**src/rtl/nic8_pkg.sv**
```systemverilog
// Shared definitions for the nic8 fetch/control pair.
// State encoding, instruction-register field helpers and opcode constants.
package nic8_pkg;

    typedef enum logic {
        S_FETCH = 1'b0,
        S_EXEC  = 1'b1
    } state_t;

    localparam logic [2:0] DEST_PC = 3'd7;
    localparam logic [2:0] SRC_ROM = 3'd1;
    localparam logic [2:0] SRC_E   = 3'd6;
    localparam logic [7:0] NOP     = 8'h00;

    function automatic logic [2:0] ir_dest(input logic [7:0] ir);
        return ir[6:4];
    endfunction

    function automatic logic [2:0] ir_src(input logic [7:0] ir);
        return ir[2:0];
    endfunction

endpackage

```
**src/rtl/fetch_unit_if.sv**
```systemverilog
// ROM and control-decoder signals seen by the fetch unit.
// master = fetch unit side, slave = ROM/control side.
interface fetch_unit_if #(
    parameter int PC_W = 8
);
    logic [PC_W-1:0] romAddr;
    logic [7:0]      romData;
    logic [7:0]      dataBus;
    logic            assertRomBar;
    logic            doJumpBar;
    logic [7:0]      ir;

    modport master (
        output romAddr,
        output ir,
        input  romData,
        input  dataBus,
        input  assertRomBar,
        input  doJumpBar
    );

    modport slave (
        input  romAddr,
        input  ir,
        output romData,
        output dataBus,
        output assertRomBar,
        output doJumpBar
    );
endinterface

```
**src/rtl/fetch_unit_rom_wait_counter.sv**
```systemverilog
// Wait-state counter for one ROM access: counts 0..ROM_WAIT.
// done is high on the last cycle of the access; restart begins a new one.
module rom_wait_counter #(
    parameter int ROM_WAIT = 0
) (
    input  logic clk,
    input  logic resetBar,
    input  logic restart,
    input  logic en,
    output logic done
);
    logic [2:0] cnt;

    assign done = (cnt == 3'(ROM_WAIT));

    always_ff @(posedge clk) begin
        if (!resetBar || restart) begin
            cnt <= 3'd0;
        end else if (en && !done) begin
            cnt <= cnt + 3'd1;
        end
    end
endmodule

```
**src/rtl/fetch_unit.sv**
```systemverilog
// Program counter / instruction register sequencer with ROM wait states.
// Optional self-jump halt detection when HALT_DETECT_EN is defined.
module fetch_unit
    import nic8_pkg::*;
#(
    parameter int PC_W     = 8,
    parameter int ROM_WAIT = 0
) (
    input  logic            clk,
    input  logic            resetBar,
    fetch_unit_if.master    bus,
    output logic [PC_W-1:0] pc,
    output logic            execStrobe,
    output logic            halted
);
    state_t          state_q, state_d;
    logic [PC_W-1:0] pc_q, pc_d;
    logic [7:0]      ir_q, ir_d;
    logic [PC_W-1:0] target;
    logic            restart, done, strobe;

`ifdef HALT_DETECT_EN
    logic            halt_q, halt_d;
    logic [PC_W-1:0] ir_addr_q, ir_addr_d;
`else
    logic            halt_q;
    assign halt_q = 1'b0;
`endif

    assign target      = PC_W'(bus.dataBus);
    assign bus.romAddr = pc_q;
    assign bus.ir      = ir_q;
    assign pc          = pc_q;
    assign execStrobe  = strobe;
    assign halted      = halt_q;

    rom_wait_counter #(
        .ROM_WAIT(ROM_WAIT)
    ) u_wait (
        .clk     (clk),
        .resetBar(resetBar),
        .restart (restart),
        .en      (!halt_q),
        .done    (done)
    );

    always_ff @(posedge clk) begin
        if (!resetBar) begin
            state_q <= S_FETCH;
            pc_q    <= '0;
            ir_q    <= NOP;
        end else begin
            state_q <= state_d;
            pc_q    <= pc_d;
            ir_q    <= ir_d;
        end
    end

`ifdef HALT_DETECT_EN
    always_ff @(posedge clk) begin
        if (!resetBar) begin
            halt_q    <= 1'b0;
            ir_addr_q <= '0;
        end else begin
            halt_q    <= halt_d;
            ir_addr_q <= ir_addr_d;
        end
    end
`endif

    always_comb begin
        state_d = state_q;
        pc_d    = pc_q;
        ir_d    = ir_q;
        restart = 1'b0;
        strobe  = 1'b0;
`ifdef HALT_DETECT_EN
        halt_d    = halt_q;
        ir_addr_d = ir_addr_q;
`endif
        if (!halt_q) begin
            unique case (state_q)
                S_FETCH: begin
                    if (done) begin
                        ir_d    = bus.romData;
                        pc_d    = pc_q + PC_W'(1);
                        state_d = S_EXEC;
                        restart = 1'b1;
`ifdef HALT_DETECT_EN
                        ir_addr_d = pc_q;
`endif
                    end
                end
                S_EXEC: begin
                    // Register-source instructions finish at once; immediates wait out the ROM.
                    if (bus.assertRomBar || done) begin
                        strobe  = 1'b1;
                        restart = 1'b1;
                        state_d = S_FETCH;
                        if (!bus.doJumpBar) begin
                            pc_d = target;
                        end else if (!bus.assertRomBar) begin
                            pc_d = pc_q + PC_W'(1);
                        end
`ifdef HALT_DETECT_EN
                        if (!bus.doJumpBar && target == ir_addr_q) begin
                            halt_d = 1'b1;
                        end
`endif
                    end
                end
                default: ;
            endcase
        end
    end
endmodule

```
**src/flat_wrapper.sv**
```systemverilog
// flat-port wrapper written by rule: the top's interface ports become plain ports
module fetch_unit_flat import nic8_pkg::*;
#(
    parameter int PC_W     = 8,
    parameter int ROM_WAIT = 0
)
  (clk, resetBar, pc, execStrobe, halted, bus_romAddr, bus_ir, bus_romData, bus_dataBus, bus_assertRomBar, bus_doJumpBar);
  fetch_unit_if #(.PC_W(PC_W)) bus_i ();
  input  logic clk;
  input  logic resetBar;
  output logic [PC_W-1:0] pc;
  output logic execStrobe;
  output logic halted;
  output wire logic [$bits(bus_i.romAddr)-1:0] bus_romAddr;
  output wire logic [$bits(bus_i.ir)-1:0] bus_ir;
  input wire logic [$bits(bus_i.romData)-1:0] bus_romData;
  input wire logic [$bits(bus_i.dataBus)-1:0] bus_dataBus;
  input wire logic [$bits(bus_i.assertRomBar)-1:0] bus_assertRomBar;
  input wire logic [$bits(bus_i.doJumpBar)-1:0] bus_doJumpBar;
  assign bus_romAddr = bus_i.romAddr;
  assign bus_ir = bus_i.ir;
  assign bus_i.romData = bus_romData;
  assign bus_i.dataBus = bus_dataBus;
  assign bus_i.assertRomBar = bus_assertRomBar;
  assign bus_i.doJumpBar = bus_doJumpBar;
  fetch_unit #(.PC_W(PC_W), .ROM_WAIT(ROM_WAIT)) u_core (.clk(clk), .resetBar(resetBar), .bus(bus_i), .pc(pc), .execStrobe(execStrobe), .halted(halted));
endmodule
```
**config.mk**
```make
export PLATFORM = sky130hd
export DESIGN_NAME = fetch_unit_flat
export DESIGN_NICKNAME = d
export VERILOG_FILES = /design/src/rtl/nic8_pkg.sv /design/src/rtl/fetch_unit_if.sv /design/src/rtl/fetch_unit_rom_wait_counter.sv /design/src/rtl/fetch_unit.sv /design/src/flat_wrapper.sv
export SDC_FILE = /design/constraint.sdc
export NUM_CORES = 1
export LEC_CHECK = 0
export CORE_AREA = 3 3 56 53
export CTS_CLUSTER_SIZE = 24
export DETAILED_ROUTE_END_ITERATION = 8
export DIE_AREA = 0 0 59 56
export GPL_ROUTABILITY_DRIVEN = 0
export GPL_TIMING_DRIVEN = 0
export MAX_ROUTING_LAYER = met4
export PLACE_DENSITY = 0.88
export SLEW_MARGIN = 5
export SYNTH_ARGS = -nofsm -noshare
export SYNTH_HDL_FRONTEND = slang
export SYNTH_SLANG_ARGS = --single-unit
```
**constraint.sdc**
```tcl
create_clock -name clk -period 2.6 [get_ports clk]
set_input_delay 0.65 -clock clk [delete_from_list [all_inputs] [get_ports clk]]
set_output_delay 0.65 -clock clk [all_outputs]
set_load 0.01 [all_outputs]
```
After elaboration in Yosys (flattened, before gate mapping)
Cells that the tools add are included.
W data, S select, Z words.
{"block": "totals", "ff_bits": 20, "output_inout_bits": 26}
{"block": "op_classes", "add_sub_neg": 2, "mux": 11, "bitwise": 1, "n_reduce_logical": 6, "n_eq_ne": 3}
{"op": "$mux W8", "n": 4}
{"op": "$pmux W8 S2", "n": 1}
{"op": "$add A8 B1 Y8 const B", "n": 1}
{"op": "$mux W1", "n": 4}
{"op": "$pmux W1 S2", "n": 2}
{"op": "$add A3 B1 Y3 const B", "n": 1}
{"op": "$logic_not A3 Y1", "n": 1}
{"op": "$ne A3 B3 Y1 const B", "n": 1}
{"op": "$reduce_and A3 Y1", "n": 1}
{"op": "$logic_or A1 B1 Y1", "n": 2}
{"op": "$ne A2 B1 Y1 const B", "n": 1}
{"op": "$ne A2 B2 Y1 const B", "n": 1}
{"op": "$reduce_and A2 Y1", "n": 1}
{"op": "$logic_not A1 Y1", "n": 1}
{"op": "$not A1 Y1", "n": 1}

Longest topological paths before layout
{"block": "logic_depth", "depth_word": 5, "depth_mapped": 6, "ltp_nobuf": 6}

By module
From an unflattened synthesis, not the netlist that was laid out.
{"block": "hier_totals", "hier_cells": 142, "hier_area_um2": 1116.1}
{"module": "fetch_unit", "seq_area_each_um2": 340.3, "instances": 1, "cells_each": 121, "area_per_inst_um2": 925.9}
{"module": "rom_wait_counter", "seq_area_each_um2": 60.1, "instances": 1, "cells_each": 21, "area_per_inst_um2": 190.2}

Least setup slack after synthesis
OpenSTA, ideal clock, no wires.
{"block": "synth_timing", "kind": "register -> output", "from": "reg u_core.u_wait.cnt[0]", "to": "out execStrobe", "n_path_buf": 1, "stages_incl_launch_ff": 6, "arrival_time_ps": 1142, "path_slack_ps": 808, "cell_sequence": "dfxtp_1 inv_1 ha_1 nand2b_1 clkbuf_1 a21boi_0"}
{"block": "synth_between", "elab_chain_cells": 4}
{"item": "start: declaration", "line_no": "fetch_unit_rom_wait_counter.sv:12", "rtl": "logic [2:0] cnt;"}
{"item": "start signal: assignment", "line_no": "fetch_unit_rom_wait_counter.sv:20", "rtl": "cnt <= cnt + 3'd1;"}
{"item": "$logic_not A3 Y1", "line_no": "fetch_unit_rom_wait_counter.sv:14", "rtl": "assign done = (cnt == 3'(ROM_WAIT));"}
{"item": "$logic_or A1 B1 Y1", "line_no": "fetch_unit.sv:96", "rtl": "if (bus.assertRomBar || done) begin"}
{"item": "$mux W1", "line_no": "fetch_unit.sv:96"}
{"item": "$mux W1", "line_no": "fetch_unit.sv:82", "rtl": "unique case (state_q)"}
{"item": "end: declaration", "line_no": "flat_wrapper.sv:12", "rtl": "output logic execStrobe;"}
No other way between the ends.

Worst setup path after layout
Same ends and word-level chain as after synthesis.

==> summary.md <==
| Metric | Value |
|---|---|
| Status | complete, no violations |
| Syn Nets | 155 |
| Root Buffer | clkbuf_4 |
| Hold_sp | u_core.u_wait.cnt[0] |
| Detailed Route Iter0 Violations | 38 |
| R2R Setup Slk | 1000 ps |
| Core Footprint | 2420 sq um |
| # port buffers | 44 |
| P per Cell Area | 442 nW/um^2 |
| Reg area | 400 sq um |
| Share of post-route cells with drive strength above 1 | 12.2% |
| Via-to-Cell Ratio | 5.37 |
| H-tree levels | 1 |
| Slew Viols, Final | 0 |
| Yosys reg bits | 20 |
| Fmax | 0.412 GHz |
| Distinct cells, synth | 35 |
| CTS max path bufs | 2 |
| Die Y | 56 microns |
| Synth async-reset ratio | 0% |
| Fin crit period | 2430 ps |
| Clk pin slew, worst setup/hold paths | 110 ps |
| ANT cells | 0 |
| Post-synth top area share | 37.3% |
| Wire per inst | 13.6 microns |
| # IOs | 46 |
| Pwr Total | 701 uW |
| First-pass GRT wire length | 4.69 mm |
| Critical R2R Capture | u_core.bus.romAddr[6] |
| Drt pass-1 iters | 4 |
| R2r worst-path depth | 6 |
| Post-Syn Instances | 132 |
| CP Data Required Time | 1950 ps |
| Crit path launch type | flip-flop |
| Post-synth EDFFs | 0 |
| Commonest non-fill, non-tap cell in the layout | clkdlybuf4s50_1 |
| Hold Path Sink | u_core.u_wait.cnt[0] |
| Dpl cell area | 1550 sq um |
| Clock Latency Late Sink | 310 ps |
| CTS tree | yes |
| Slew headroom | 64.6% |
| Final setup viols | 0 |
| Share of the yosys chip area belonging to registers | 37.3% |
| Initial antenna violation count | 0 |
| Area delta synth->final | 47.9% |
| Synth top area cells | dfxtp_1, o21ai_0, buf_4 |
| R2r startpoint | u_core.u_wait.cnt[0] |
| Hold Buf Count CTS | 0 |
| Final wirelength | 2.82 mm |
| Worst-path fanout max | 10 |
| Max-capacitance violation count | 0 |
| Most frequent cells in the layout | clkdlybuf4s50_1, dfxtp_1, nand2_1 |
| Final worst path period share | 93.3% |
| Post-route design area | 1590 sq um |
| RSZ-0062 raised after global routing | false |
| Worst hold path class | flip-flop to flip-flop |
| # Post-CTS Setup Buffers | 0 |
| Worst Hold Depth | 1 |
| Worst Tran Pin Value | 528 ps |
| Synthesized area per cell | 8.13 sq um |
| Number of fillers in the final layout | 221 |
| Site Rows | 17 |
| Clock buffer count from CTS | 3 |
| Initial Util | 44.3% |
| HPWL after DPL | 2.19 mm |
| Worst setup EP type | output port |
| Crit Path Class | flip-flop to output port |
| Overall Global Routing Usage | 18.7% |
| Multi-input logic area | 563 sq um |
| Final Net Count | 204 |
| Sink Count | 20 |
| Remaining antenna violation count | 0 |
| Post-Syn Area | 1070 sq um |
| Vias in the first global route | 1046 |
| Final TNS setup | 0 ps |
| Largest net degree at the start of global routing | 12 |
| Clk_skew | 9.49 ps |
| Top_reg_cell synth | dfxtp_1 |
| Arr. time, crit path | 1780 ps |
| Vias | 1117 |
| Global route overflow | 0 |
| Die area | 3300 sq um |
| Peak VDD IR | 298 uV |
| Lkg Pwr | 0.000633 uW |
| Residual DRC | 0 |
| Hold Fails Final Rpt | 0 |
| Ys Warns | 0 |
| Die Width | 59 microns |
| Yosys top cell by area | dfxtp_1 |
## critical path: stages (launching register included)
cell and delay, ps:
dfxtp_1 380, inv_1 60, ha_1 200, nand2b_1 210, clkbuf_4 250, a21boi_0 90, dlygate4sd2_1 290
## through the flow
step / setup WS (ps) / hold WS [ps] / std cells / util [%]
2_1_floorplan: 808 / 417 / 132 / -
3_3_place_gp: 36.0 / 425 / 204 / 63.9
3_5_place_dp: 2.53 / 439 / 204 / 63.9
4_1_cts: 170 / 461 / 208 / 65.5
5_1_grt: 27.3 / 501 / 208 / 65.5
6_report: 174 / 463 / 208 / 65.5
## synth_stat cells (3+ instances only)
| cell | count |
|---|---|
| nand3_1 | 4 |
| inv_1 | 6 |
| buf_4 | 9 |
| a21boi_0 | 6 |
| and2_1 | 3 |
| clkbuf_1 | 4 |
| a21oi_1 | 8 |
| dfxtp_1 | 20 |
| nand2b_1 | 3 |
| nor2_1 | 6 |
| o21ai_0 | 14 |
| nand2_1 | 18 |
| and3_1 | 3 |
| ha_1 | 3 |
## timing repair
action | 4_1_cts | 5_1_grt
endpoints found under the setup margin | 1 | 0
endpoints found under the hold margin | 0 | 0
gates resized for setup | 3 | 0
## flip-flops by register name, indices dropped and copies added (netlist names)
name / count
u_core.bus.ir: 8
u_core.bus.romAddr: 8
u_core.u_wait.cnt: 3
u_core.state_q: 1
## where the power goes
part / switching [uW] / total [uW] / internal, uW
clock network: 99.3 / 185 / 85.6
logic: 67.3 / 172 / 105
registers: 19.5 / 344 / 325
total: 186 / 701 / 515
## worst max path at each step
stage | start | endpoint | cells after the start
3_5_place_dp | bus_assertRomBar | execStrobe | 4
3_3_place_gp | bus_assertRomBar | execStrobe | 4
5_1_grt | u_core.u_wait.cnt[0] | execStrobe | 6
6_report | u_core.u_wait.cnt[0] | execStrobe | 6
2_1_floorplan | u_core.u_wait.cnt[0] | execStrobe | 5
4_1_cts | u_core.u_wait.cnt[0] | execStrobe | 6
## area by class of cell
type / instances / area share [%]
clock buffers: 4 / 2.29
plain buffers: 14 / 5.75
repair buffers: 44 / 27.7
multi-input cells: 92 / 35.5
well taps: 28 / 2.21
flip-flops and latches: 20 / 25.2
inverters: 6 / 1.42
## metal layers
metal,global-route usage (%),vias up,share of wire (%)
met4,10.4,0,2.0
met2,28.1,48,53
li1,-,545,-
met5,-,-,0
met3,3.48,5,6.3
met1,23.3,519,39
## kinds of logic (layout without fill, tap and decap cells)
| kind of cell | after synthesis | count (layout) | synth area share, % |
|---|---|---|---|
| flip-flops | 20 | 20 | 37.3 |
| multiplexers | 4 | 4 | 5.01 |
| other | 1 | 1 | 0.349 |
| AO/OA/AOI/OAI | 38 | 38 | 22.6 |
| adder cells (fa/ha/maj) | 3 | 3 | 3.50 |
| buffers and inverters | 20 | 68 | 10.3 |
| AND/OR/NAND/NOR | 46 | 46 | 21.0 |
Power figures use the tool's default switching activity.
